File: src/rtl/ieeedrv_rom_arbiter_pkg.sv
// Shared types and limits for the drive-CPU ROM arbiter.
// The FSM state type, the parameter limits and the rom_select width helper
// live here so the interface, the picker and the top agree on them.

package ieeedrv_rom_arbiter_pkg;

    // Transaction phases: grant in IDLE, one issue cycle, RDLAT wait cycles, one capture cycle
    typedef enum logic [1:0] {
        ARB_IDLE  = 2'd0,
        ARB_ISSUE = 2'd1,
        ARB_WAIT  = 2'd2,
        ARB_CAPT  = 2'd3
    } arb_state_t;

    // Largest channel count and ROM read latency the arbiter is built for
    localparam int ARB_MAX_NCH   = 8;
    localparam int ARB_MAX_RDLAT = 3;

    // Width of the latency counter; sized for the worst-case latency so that
    // every legal RDLAT shares the same counter
    localparam int ARB_CNT_W = $clog2(ARB_MAX_RDLAT);

    // rom_select width; a single channel still gets a one-bit select so the
    // external data mux never sees a zero-width bus
    function automatic int sel_width(input int nch);
        return (nch > 1) ? $clog2(nch) : 1;
    endfunction

endpackage

File: src/rtl/ieeedrv_rom_arbiter_if.sv
// Bus between the drive CPUs, the arbiter and the shared ROM.
// The arbiter is the master: it answers channel requests and drives the ROM
// address/select. The slave view is the channel plus ROM side.

interface ieeedrv_rom_arbiter_if #(
    parameter int NCH = 4,
    parameter int AW  = 14,
    parameter int DW  = 8
);

    localparam int SW = ieeedrv_rom_arbiter_pkg::sel_width(NCH);

    // Channel side
    logic [NCH-1:0]         req;
    logic [NCH-1:0][AW-1:0] addr;
    logic [NCH-1:0]         ack;
    logic [NCH-1:0][DW-1:0] data;

    // ROM side
    logic [SW-1:0]          rom_select;
    logic [AW-1:0]          rom_addr;
    logic [DW-1:0]          rom_q;

    // Status
    logic                   busy;

    modport master (
        input  req,
        input  addr,
        output ack,
        output data,
        output rom_select,
        output rom_addr,
        input  rom_q,
        output busy
    );

    modport slave (
        output req,
        output addr,
        input  ack,
        input  data,
        input  rom_select,
        input  rom_addr,
        output rom_q,
        input  busy
    );

endinterface

File: src/rtl/ieeedrv_rom_arbiter_rr_pick.sv
// Combinational rotating-priority picker.
// The channel just after 'last' has highest priority, wrapping modulo N, so
// the most recently served channel is always considered last.

module ieeedrv_rom_arbiter_rr_pick
    import ieeedrv_rom_arbiter_pkg::*;
#(
    parameter int N  = 4,
    parameter int SW = 2
) (
    input  logic [N-1:0]  req,
    input  logic [SW-1:0] last,
    output logic [SW-1:0] grant_idx,
    output logic          any
);

    logic [SW-1:0] idx;

    // Walk offsets from farthest to nearest so the nearest requester after 'last' is the final winner
    always_comb begin
        grant_idx = '0;
        any       = 1'b0;
        idx       = '0;
        for (int k = N; k >= 1; k--) begin
            idx = SW'((int'(last) + k) % N);
            if (req[idx]) begin
                grant_idx = idx;
                any       = 1'b1;
            end
        end
    end

endmodule

File: src/rtl/ieeedrv_rom_arbiter.sv
// Round-robin arbiter sharing one synchronous ROM among NCH drive CPUs.
// One transaction at a time: grant in IDLE (address and select registered),
// an issue cycle, RDLAT wait cycles for the ROM, then a capture cycle that
// writes the channel's data register and pulses its ack for one cycle.
// rom_select/rom_addr stay put from grant until the next grant, so the
// external ROM data mux is stable throughout a read. Deasserting en only
// blocks new grants; a read already granted always completes.

module ieeedrv_rom_arbiter
    import ieeedrv_rom_arbiter_pkg::*;
#(
    parameter int NCH   = 4,
    parameter int AW    = 14,
    parameter int DW    = 8,
    parameter int RDLAT = 1
) (
    input  logic                  clk_sys,
    input  logic                  reset_n,
    input  logic                  en,
    ieeedrv_rom_arbiter_if.master bus
);

    localparam int SW = sel_width(NCH);

    arb_state_t             state;
    arb_state_t             state_nxt;
    logic [ARB_CNT_W-1:0]   cnt;
    logic [ARB_CNT_W-1:0]   cnt_nxt;

    logic [SW-1:0]          last;
    logic [SW-1:0]          pick_idx;
    logic                   pick_any;
    logic                   grant;
    logic                   capture;

    logic [SW-1:0]          sel_q;
    logic [AW-1:0]          addr_q;
    logic                   busy_q;
    logic [NCH-1:0]         ack_q;
    logic [NCH-1:0][DW-1:0] data_q;

    ieeedrv_rom_arbiter_rr_pick #(
        .N  (NCH),
        .SW (SW)
    ) u_pick (
        .req       (bus.req),
        .last      (last),
        .grant_idx (pick_idx),
        .any       (pick_any)
    );

    // Next-state logic: decide grant/capture strobes and advance the latency counter
    always_comb begin
        state_nxt = state;
        cnt_nxt   = cnt;
        grant     = 1'b0;
        capture   = 1'b0;
        case (state)
            ARB_IDLE: begin
                if (en && pick_any) begin
                    grant     = 1'b1;
                    state_nxt = ARB_ISSUE;
                end
            end
            ARB_ISSUE: begin
                cnt_nxt   = ARB_CNT_W'(RDLAT - 1);
                state_nxt = ARB_WAIT;
            end
            ARB_WAIT: begin
                if (cnt == '0) begin
                    state_nxt = ARB_CAPT;
                end else begin
                    cnt_nxt = cnt - ARB_CNT_W'(1);
                end
            end
            ARB_CAPT: begin
                capture   = 1'b1;
                state_nxt = ARB_IDLE;
            end
            default: begin
                state_nxt = ARB_IDLE;
            end
        endcase
    end

    // State and latency counter registers
    always_ff @(posedge clk_sys or negedge reset_n) begin
        if (!reset_n) begin
            state <= ARB_IDLE;
            cnt   <= '0;
        end else begin
            state <= state_nxt;
            cnt   <= cnt_nxt;
        end
    end

    // Grant bookkeeping: owner, ROM address and round-robin pointer are latched at grant; busy spans grant to capture
    always_ff @(posedge clk_sys or negedge reset_n) begin
        if (!reset_n) begin
            sel_q  <= '0;
            addr_q <= '0;
            last   <= SW'(NCH - 1);
            busy_q <= 1'b0;
        end else if (grant) begin
            sel_q  <= pick_idx;
            addr_q <= bus.addr[pick_idx];
            last   <= pick_idx;
            busy_q <= 1'b1;
        end else if (capture) begin
            busy_q <= 1'b0;
        end
    end

    // Capture: store ROM data for the owning channel and pulse its ack for one cycle
    always_ff @(posedge clk_sys or negedge reset_n) begin
        if (!reset_n) begin
            ack_q  <= '0;
            data_q <= '0;
        end else begin
            ack_q <= '0;
            if (capture) begin
                ack_q[sel_q]  <= 1'b1;
                data_q[sel_q] <= bus.rom_q;
            end
        end
    end

    assign bus.ack        = ack_q;
    assign bus.data       = data_q;
    assign bus.rom_select = sel_q;
    assign bus.rom_addr   = addr_q;
    assign bus.busy       = busy_q;

endmodule

File: src/flat_wrapper.sv
// flat-port wrapper written by rule: the top's interface ports become plain ports
module ieeedrv_rom_arbiter_flat import ieeedrv_rom_arbiter_pkg::*;
#(
    parameter int NCH   = 4,
    parameter int AW    = 14,
    parameter int DW    = 8,
    parameter int RDLAT = 1
)
  (clk_sys, reset_n, en, bus_req, bus_addr, bus_ack, bus_data, bus_rom_select, bus_rom_addr, bus_rom_q, bus_busy);
  ieeedrv_rom_arbiter_if #(.NCH(NCH), .AW(AW), .DW(DW)) bus_i ();
  input  logic clk_sys;
  input  logic reset_n;
  input  logic en;
  input wire logic [$bits(bus_i.req)-1:0] bus_req;
  input wire logic [$bits(bus_i.addr)-1:0] bus_addr;
  output wire logic [$bits(bus_i.ack)-1:0] bus_ack;
  output wire logic [$bits(bus_i.data)-1:0] bus_data;
  output wire logic [$bits(bus_i.rom_select)-1:0] bus_rom_select;
  output wire logic [$bits(bus_i.rom_addr)-1:0] bus_rom_addr;
  input wire logic [$bits(bus_i.rom_q)-1:0] bus_rom_q;
  output wire logic [$bits(bus_i.busy)-1:0] bus_busy;
  assign bus_i.req = bus_req;
  assign bus_i.addr = bus_addr;
  assign bus_ack = bus_i.ack;
  assign bus_data = bus_i.data;
  assign bus_rom_select = bus_i.rom_select;
  assign bus_rom_addr = bus_i.rom_addr;
  assign bus_i.rom_q = bus_rom_q;
  assign bus_busy = bus_i.busy;
  ieeedrv_rom_arbiter #(.NCH(NCH), .AW(AW), .DW(DW), .RDLAT(RDLAT)) u_core (.clk_sys(clk_sys), .reset_n(reset_n), .en(en), .bus(bus_i));
endmodule
File: config.mk
export PLATFORM = sky130hd
export DESIGN_NAME = ieeedrv_rom_arbiter_flat
export DESIGN_NICKNAME = d
export VERILOG_FILES = /design/src/rtl/ieeedrv_rom_arbiter_pkg.sv /design/src/rtl/ieeedrv_rom_arbiter_if.sv /design/src/rtl/ieeedrv_rom_arbiter_rr_pick.sv /design/src/rtl/ieeedrv_rom_arbiter.sv /design/src/flat_wrapper.sv
export SDC_FILE = /design/constraint.sdc
export NUM_CORES = 1
export LEC_CHECK = 0
export CAP_MARGIN = 10
export CORE_MARGIN = 10
export CORE_UTILIZATION = 41
export DETAILED_ROUTE_END_ITERATION = 6
export GPL_ROUTABILITY_DRIVEN = 0
export PLACE_DENSITY_LB_ADDON = 0.15
export SYNTH_ARGS = -nofsm -noshare
export SYNTH_HDL_FRONTEND = slang
export SYNTH_SLANG_ARGS = --single-unit
File: constraint.sdc
create_clock -name clk_sys -period 2.09 [get_ports clk_sys]
set_input_delay 0.627 -clock clk_sys [delete_from_list [all_inputs] [get_ports clk_sys]]
set_output_delay 0.627 -clock clk_sys [all_outputs]
set_load 0.01 [all_outputs]
==> metrics.yaml, run 1 <==
critical_path:
  cpMaxStageDelayCell: "clkdlybuf4s50_1"
  path_class: "register to output port"
  rrSetupSlack_ns: 0.28
  crit_buf_inv: 1
  worst-path-max-fanout: 6
  reg2reg_depth: 6
  r2r_start: "u_core.last[1]$_DFFE_PN1P_"
  end_kind: "output port"
  path_cells: "clkdlybuf4s50_1"
  crit_required_ns: 1.46
  cp_top_family: "buffers and inverters"
  slowest_delay_ns: 0.60
  worst_r2r_endpoint: "u_core.bus.rom_addr[3]$_DFFE_PN0P_"
  startpoint_type: "register"
  arrival_ns: 1.35
global_routing:
  grt_pass1_vias: 2509
  grt_busiest_layer: "met2"
  met3_usage: 0.08781
  grt_pass1_wl_um: 12590
  grt_overflow_total: 0
  gr-usage-met1: 0.1628
  antenna_found_initial: 0
  grt_util_met2: 0.2646
  track_usage: 0.1564
  grt_max_degree: 60
synth:
  yosys_register_bits: 59
  synthArstFlopShare: 1.000
  syn_area_per_cell_sq_um: 11.17
  syn_inst: 243
  synth-main-ff-cell: "dfrtp_1"
  yosysUniqueCellTypes: 28
  yosysSeqAreaShare: 0.5450
  synthTopCellsByArea: "dfrtp_1 (53%), mux2i_1 (11%), nand2_1 (9.7%)"
  yosys_warnings: 0
  synth_top_area_share: 0.5256
  synth_edf_count: 0
  yosys.area.top_type: "dfrtp_1"
  syn_nets: 319
  syn_area_sq_um: 2714
finish:
  final_nets: 461
  syn2layout_area_growth_pct: 63.21
  drive_gt1_frac: 0.1333
  num_antenna_cells: 0
  fin_area_sq_um: 4429
  fillers: 505
floorplanning:
  die-area_sq_um: 10270
  rows: 29
  die_h_um: 101.4
  start_util: 0.4250
  core_sq_um: 6386
  die_x_um: 101.4
  ios: 124
sta:
  hold_slack_ns: 0.2897
  relSlewSlack: 0.6485
  final_hold_viol_count: 0
  tightest_slew_ns: 0.5258
  period_minus_slack_ns: 1.976
  slew_viol_final: 0
  finClkSkew_ns: 0.005979
  grt_setup_unrepaired: "false"
  setup_viol: 0
  max_freq_ghz: 0.5061
  finalCritPeriodShare: 0.9453
cts:
  cts-root-buf: "clkbuf_8"
  clkTransAtPathRegs_ns: 0.07
  cts_hold_buf: 0
  cts-buffers-inserted: 9
  htreeDepth: 3
  clock_path_buffers: 2
  cts_tree: "done"
  clock-sinks: 59
  clk_latency_ns: 0.33
power:
  p_leak_nw: 2.041
  vdd_drop_max_v: 0.0007991
  power_density_nw_per_um2: 1375
hold_path:
  hold_class: "input pin to asynchronous set/reset pin"
route:
  drt_pass1_iterations: 4
  wl_per_cell_um: 17.85
  vias: 2285
  drtAntennaViolNets: 0
  drc: 0
  first_iter_violations: 90
  vias_per_cell: 4.893
  wirelength_um: 8337
flow_run:
  maxCapViolations: 0
placement:
  placed_area_sq_um: 4101
  io_buffers: 123
  dp_hpwl_um: 6340
status:
  outcome: "finished, final reports clean"
layer usage:
| metal | wire (um) | part of all wire | up-vias |
|---|---|---|---|
| li1 | - | - | 1113 |
| met1 | 3240 | 0.39 | 1092 |
| met2 | 4229 | 0.51 | 70 |
| met3 | 765 | 0.092 | 10 |
| met4 | 101 | 0.012 | 0 |
| met5 | 0 | 0 | - |
report_power, final:
part	switching (mW)	internal, mW	total [mW]
registers	0.311	1.69	2.00
logic	1.24	1.67	2.92
clock network	0.437	0.735	1.17
total	1.99	4.10	6.09
layout make-up:
class | count | area, sq um | area share
inverter | 10 | 37.54 | 0.008475
timing repair buffer | 141 | 1450 | 0.3274
clock inverter | 4 | 72.57 | 0.01638
clock buffer | 12 | 155.1 | 0.03503
multi-input combinational | 164 | 1139 | 0.2571
tap | 77 | 96.34 | 0.02175
sequential | 59 | 1479 | 0.3339
sequential cells by signal, summed over array words and instances (netlist names):
register / cells
u_core.state: 2
u_core.bus.rom_addr: 14
u_core.bus.rom_select: 2
u_core.bus.busy: 1
u_core.bus.ack: 4
u_core.cnt: 2
u_core.last: 2
u_core.bus.data: 32
layout by cell type, fill, tap and decap left out, types with 8 or more instances in the layout:
| cell | count |
|---|---|
| inv_1 | 8 |
| dfrtp_1 | 57 |
| clkbuf_8 | 11 |
| o221ai_1 | 13 |
| mux2_1 | 9 |
| buf_4 | 11 |
| mux2_2 | 9 |
| mux2i_1 | 27 |
| clkdlybuf4s50_1 | 120 |
| nand2_1 | 70 |
cell families after synthesis:
logic type / after synthesis / synth area share
AOI/OAI and AO/OA: 26 / 0.07838
adders and majority gates: 5 / 0.02305
buffers and inverters: 20 / 0.04057
DFF: 59 / 0.5450
muxes: 47 / 0.1817
and+or+nand+nor: 86 / 0.1314
synth_stat cells (4+ instances only):
library cell / number
nor2_1: 4
inv_1: 8
mux2_2: 9
o221ai_1: 14
mux2_1: 9
nand2_1: 70
a21oi_1: 5
nand2b_1: 4
buf_6: 4
mux2i_1: 29
ha_1: 5
dfrtp_1: 57
metrics by stage:
stage	power, mW	std cells	setup slack, ns	util	setup TNS (ns)
5_1_grt	6.486	467	0.05528	0.6936	0
4_1_cts	6.023	464	0.02773	0.6785	0
3_3_place_gp	4.736	448	-0.2777	0.6422	-3.598
6_report	6.089	467	0.1143	0.6936	0
3_5_place_dp	4.817	448	-0.3758	0.6422	-4.609
2_1_floorplan	3.273	243	0.3044	-	0
how the worst max path moves through the flow:
| stage | startpoint | end | slack, ns | depth (start not counted) |
|---|---|---|---|---|
| floorplan | bus_req[2] | u_core.bus.rom_addr[0]$_DFFE_PN0P_ | 0.30 | 6 |
| global placement | bus_req[2] | u_core.bus.rom_addr[5]$_DFFE_PN0P_ | -0.28 | 7 |
| detailed placement | bus_req[2] | u_core.bus.rom_addr[10]$_DFFE_PN0P_ | -0.38 | 7 |
| CTS | bus_req[2] | u_core.bus.rom_addr[10]$_DFFE_PN0P_ | 0.03 | 7 |
| global route | bus_req[0] | u_core.bus.rom_addr[10]$_DFFE_PN0P_ | 0.06 | 7 |
| finish | u_core.bus.rom_select[1]$_DFFE_PN0P_ | bus_rom_select[1] | 0.11 | 1 |
what timing repair did:
action,in CTS,in global routing
buffers inserted,0,1
endpoints found under the setup margin,2,10
pin swaps,0,4
gates resized for setup,1,7
cloned,0,2
Note: power is estimated with default switching activity, not from simulation.
==> inputs of run 2 (changes only) <==
- CORE_MARGIN: 10 -> unset
- SETUP_SLACK_MARGIN: unset -> 0.1
==> run 2 against run 1 <==
Net effect:
- final cell count up 1.3%
- via count is 1.7% higher
- maximum frequency increased by 2.7%
- register-to-register slack worse by 0.10 ns
- worst hold slack got worse by 0.0076 ns
- core utilization is 3.0 points higher
- clock power about the same
- die area down 32%
- global-route usage is 6.5 points higher
- combinational power grew 7.2%
- largest power group unchanged
==> metrics.yaml, run 2 (same netlist as run 1, synthesis figures left out) <==
power:
  swShare: 0.3240
  clkPwrFrac: 0.188
  p_total_mw: 6.333
  p_leak_nw: 2.095
  intPower_mw: 4.281
  vdd_drop_max_v: 0.001027
  switchingPower_mw: 2.052
  p_comb_frac: 0.494
  pwr-share-seq: 0.317
  power_density_nw_per_um2: 1371
finish:
  final_common_cell: "clkdlybuf4s50_1"
  largest_register_ffs: 32
  final_cell_mix: "clkdlybuf4s50_1 (117), nand2_1 (70), dfrtp_1 (57)"
  final_nets: 467
  fillers: 444
  syn2layout_area_growth_pct: 70.22
  drive_gt1_frac: 0.1717
  num_antenna_cells: 0
  fin_area_sq_um: 4619
cts:
  clk_latency_ns: 0.33
  htreeDepth: 3
  cts-root-buf: "clkbuf_8"
  clock_path_buffers: 2
  clock-sinks: 59
  clkTransAtPathRegs_ns: 0.07
  cts-buffers-inserted: 9
  cts_hold_buf: 0
  cts_tree: "done"
floorplanning:
  start_util: 0.4250
  ios: 124
  die_x_um: 83.36
  die-area_sq_um: 6949
  die_h_um: 83.36
  rows: 29
  core_sq_um: 6386
global_routing:
  grt_pass1_wl_um: 11810
  grt_pass1_vias: 2448
  grt_max_degree: 36
  track_usage: 0.2211
  antenna_found_initial: 0
  grt_overflow_total: 0
route:
  drt_pass1_iterations: 5
  vias_per_cell: 4.911
  first_iter_violations: 42
  wl_per_cell_um: 15.69
  drtAntennaViolNets: 0
  vias: 2323
  wirelength_um: 7422
  drc: 0
sta:
  finClkSkew_ns: 0.006926
  slew_viol_final: 0
  finalCritPeriodShare: 0.9209
  hold_slack_ns: 0.2821
  final_hold_viol_count: 0
  max_freq_ghz: 0.5196
  relSlewSlack: 0.6598
  tightest_slew_ns: 0.5088
  period_minus_slack_ns: 1.925
  setup_viol: 0
  grt_setup_unrepaired: "false"
placement:
  placed_area_sq_um: 4139
  io_buffers: 123
  dp_hpwl_um: 5078
critical_path:
  arrival_ns: 2.16
  worst-path-max-fanout: 14
  r2r_start: "u_core.last[1]$_DFFE_PN1P_"
  path_class: "input pin to register"
  startpoint_type: "input pin"
  end_kind: "register"
  crit_start: "bus_req[0]"
  crit_required_ns: 2.32
flow_run:
  maxCapViolations: 0
hold_path:
  hold_class: "input pin to asynchronous set/reset pin"
status:
  outcome: "finished, final reports clean"
-- run 2: layout make-up --
cell class / instances / area (sq um) / share of cell area
Clock buffer: 11 / 151.4 / 0.03277
Inverter: 10 / 37.54 / 0.008126
Sequential cell: 59 / 1479 / 0.3202
Clock inverter: 5 / 85.08 / 0.01842
Multi-Input combinational cell: 164 / 1227 / 0.2657
Timing Repair Buffer: 147 / 1543 / 0.3340
Tap cell: 77 / 96.34 / 0.02086
-- run 2: critical path, stage by stage --
cell,delay [ns]
clkdlybuf4s50_1,0.55
nor2_1,0.07
nand2_1,0.09
nand3_1,0.17
or2_1,0.31
buf_12,0.16
o221ai_1,0.18
-- run 2: power groups by stage --
stage	clock [mW]	combinational (mW)	sequential (mW)
floorplan	0	1.05	2.22
global placement	0	2.72	2.01
detailed placement	0	2.76	2.02
CTS	1.22	3.18	2.01
global route	1.26	3.37	2.08
finish	1.19	3.13	2.01
-- run 2: final timing paths --
kind / end / slack, ns / cells past startpoint
min in group clk_sys: u_core.bus.data[17]$_DFFE_PN0P_ / 0.48 / 2
setup / recovery: u_core.bus.rom_addr[3]$_DFFE_PN0P_ / 0.17 / 7
max in group asynchronous: u_core.last[0]$_DFFE_PN1P_ / 1.41 / 2
hold / removal: u_core.bus.data[3]$_DFFE_PN0P_ / 0.28 / 2
hold reg to reg: u_core.bus.data[17]$_DFFE_PN0P_ / 0.48 / 2
setup reg to reg: u_core.bus.rom_addr[3]$_DFFE_PN0P_ / 0.18 / 8
-- run 2: per-stage QoR --
stage,setup WS [ns],setup TNS (ns),utilization,instances
finish,0.1653,0,0.7234,473
detailed placement,-0.3273,-4.312,0.6481,449
global route,0.1004,0,0.7234,473
floorplan,0.3044,0,-,243
CTS,0.1050,0,0.7218,475
global placement,-0.2462,-3.553,0.6481,449
-- run 2: routing by layer --
metal  vias to the layer above  global-route usage  part of all wire  wire [um]
met4                         0              0.1097             0.019        139
li1                       1133                   -                 -          -
met3                        12             0.05865             0.055        407
met1                      1120              0.2690              0.43       3177
met2                        58              0.3629              0.50       3698
met5                         -                   0                 0          0
-- run 2: timing repair --
action | CTS | global route
gates cloned | 4 | 0
pin swaps | 5 | 7
gates resized for setup | 10 | 18
endpoints found under the setup margin | 16 | 14
setup buffers | 6 | 1
==> inputs of run 3 (changes only) <==
- ABC_AREA: unset -> 1
- CORE_UTILIZATION: 41 -> 40
- clock period: 2.09 -> 1.7 ns (I/O delays scaled with it)
==> run 3 against run 2 <==
Net effect:
- core utilization decreased by 7.1 points
- clock power decreased by 10%
- flip-flop and latch count unchanged
- the flow now finishes with violations (negative setup slack)
- highest routed layer unchanged
- synthesized cell count is 53% higher
- critical path type is now register to register
- sequential share of layout area shrank 3.0 points
- worst setup slack got worse by 0.43 ns
==> metrics.yaml, run 3 <==
status:
  outcome: "complete, but fails checks"
  violations: "negative setup slack"
finish:
  final_nets: 592
  syn2layout_area_growth_pct: 56.62
  largest_register_ffs: 32
  drive_gt1_frac: 0.3038
  final_common_cell: "nand2_1"
  utilization: 0.6526
  final_cell_mix: "nand2_1 (76), clkdlybuf4s50_1 (68), dfrtp_1 (57)"
  num_antenna_cells: 0
route:
  drtAntennaViolNets: 0
  drc: 0
  drt_pass1_iterations: 4
  wl_met3_um: 473
  wl_met2_um: 4419
  m1WireLength_um: 3800
  wl_per_cell_um: 14.25
  vias: 3095
  vias_per_cell: 4.976
  wirelength_um: 8865
  first_iter_violations: 159
  routed.top_layer: "met4"
global_routing:
  grt_overflow_total: 0
  track_usage: 0.2197
  grt_max_degree: 60
  antenna_found_initial: 0
  grt_pass1_vias: 2982
  grt_pass1_wl_um: 14390
power:
  swShare: 0.4562
  power_density_nw_per_um2: 2143
  vdd_drop_max_v: 0.0009639
  switchingPower_mw: 4.981
  p_total_mw: 10.92
  p_comb_frac: 0.676
  pwr-share-seq: 0.225
  p_leak_nw: 2.518
  clkPwrFrac: 0.098
  intPower_mw: 5.938
sta:
  finClkSkew_ns: 0.008717
  tightest_slew_ns: 0.3223
  setup_ws_ns: -0.2637
  final_hold_viol_count: 0
  hold_slack_ns: 0.1763
  tns_ns: -4.578
  relSlewSlack: 0.7835
  max_freq_ghz: 0.5092
  grt_setup_unrepaired: "true"
  slew_viol_final: 0
  finalCritPeriodShare: 1.155
  period_minus_slack_ns: 1.964
  setup_viol: 21
placement:
  dp_hpwl_um: 5951
  pre_cts_slack_ns: -0.5561
  io_buffers: 123
floorplanning:
  die-area_sq_um: 8497
  rows: 32
  core_sq_um: 7807
  start_util: 0.4167
  die_h_um: 92.18
  ios: 124
  die_x_um: 92.18
synth:
  syn_nets: 447
  yosys_warnings: 0
  syn_area_sq_um: 3253
  yosys.area.top_type: "dfrtp_1"
  synthMostInstantiatedCell: "nand2_1"
  synth_top_area_share: 0.4385
  ys_top_cells_by_count: "nand2_1 (92), dfrtp_1 (57), nand3_1 (46), o21ai_0 (34), nand2_2 (32)"
  yosysSeqAreaShare: 0.4546
  synthTopCellsByArea: "dfrtp_1 (44%), nand2_1 (11%), nand3_2 (9.2%)"
  synthArstFlopShare: 1.000
  syn_area_per_cell_sq_um: 8.769
  synth-main-ff-cell: "dfrtp_1"
  yosysUniqueCellTypes: 28
  synth_edf_count: 0
  syn_inst: 371
  yosys_register_bits: 59
cts:
  clock_path_buffers: 2
  clkTransAtPathRegs_ns: 0.07
  cts-buffers-inserted: 9
  cts_tree: "done"
  cts-root-buf: "clkbuf_8"
  htreeDepth: 3
  clk_latency_ns: 0.33
  clock-sinks: 59
  cts_hold_buf: 0
critical_path:
  startpoint_type: "register"
  crit_required_ns: 1.92
  path_class: "register to register"
  end_kind: "register"
  crit_start: "u_core.last[0]$_DFFE_PN1P_"
  arrival_ns: 2.18
  r2r_start: "u_core.last[0]$_DFFE_PN1P_"
  worst-path-max-fanout: 6
flow_run:
  maxCapViolations: 0
hold_path:
  hold_class: "input pin to asynchronous set/reset pin"
## run 3: cell types whose count changed after synthesis, moves of 6 or more
cell | previous run | this run
nand2_1 | 70 | 92
buf_6 | 4 | 10
o221ai_1 | 14 | 0
nand2_2 | 0 | 32
inv_1 | 8 | 28
nand3_1 | 2 | 46
mux2_2 | 9 | 0
mux2i_1 | 29 | 0
o21ai_0 | 3 | 34
mux2_1 | 9 | 0
nand3_2 | 0 | 30
## run 3: metrics by stage
step / instances / instance area [sq um]
detailed placement: 597 / 4623
global placement: 597 / 4623
global route: 622 / 5095
finish: 622 / 5095
CTS: 618 / 4945
floorplan: 371 / 3271
## run 3: final timing paths
kind                                                        end  slack [ns]  cells past startpoint
hold reg to reg              u_core.bus.rom_addr[3]$_DFFE_PN0P_        0.48                      2
max in group asynchronous            u_core.last[1]$_DFFE_PN1P_        1.22                      2
setup / recovery           u_core.bus.rom_select[1]$_DFFE_PN0P_       -0.26                     12
min in group clk_sys         u_core.bus.rom_addr[3]$_DFFE_PN0P_        0.48                      2
setup reg to reg           u_core.bus.rom_select[1]$_DFFE_PN0P_       -0.26                     12
hold / removal                   u_core.bus.data[1]$_DFFE_PN0P_        0.18                      2
## run 3: critical path: stages, from the launching register on
cell	delay [ns]
dfstp_2	0.63
buf_6	0.14
o21ai_2	0.06
nand2_1	0.08
nand2_2	0.07
nor2_2	0.13
nand2_4	0.08
o21ai_4	0.19
nor2_4	0.08
buf_12	0.13
buf_6	0.13
nand2_2	0.07
o21ai_1	0.06
## run 3: power groups by stage
| stage | logic (mW) | registers [mW] | clock network (mW) |
|---|---|---|---|
| 2_1_floorplan | 3.95 | 2.73 | 0 |
| 5_1_grt | 7.99 | 2.55 | 1.17 |
| 3_3_place_gp | 6.15 | 2.50 | 0 |
| 4_1_cts | 6.85 | 2.47 | 1.11 |
| 6_report | 7.38 | 2.46 | 1.07 |
| 3_5_place_dp | 6.25 | 2.50 | 0 |
## run 3: layout make-up
class                      instances  area (sq um)
tap                              102         127.6
fill                             712          2713
clock inverter                     3         15.01
timing repair inverter             1         6.256
inverter                          33         143.9
timing repair buffer             152          1528
clock buffer                      12         145.1
sequential                        59          1479
multi-input combinational        260          1650
## run 3: what timing repair did
item	4_1_cts	5_1_grt
buffers inserted	3	3
gates resized for setup	92	27
setup endpoints to repair	74	53
pin swaps	2	16
cloned	3	1
## run 3: routing by layer
metal / up-vias / GRT usage
met5: - / 0
met4: 0 / 0.08073
met3: 18 / 0.04063
met2: 105 / 0.3706
met1: 1475 / 0.2804
li1: 1497 / -
## run 3: kinds of logic after synthesis
kind of cell	after synthesis	share of synthesized area
AO/OA/AOI/OAI	43	0.06769
adder cells (fa/ha/maj)	5	0.01923
buffers and inverters	52	0.1038
flip-flops	59	0.4546
AND/OR/NAND/NOR	212	0.3546
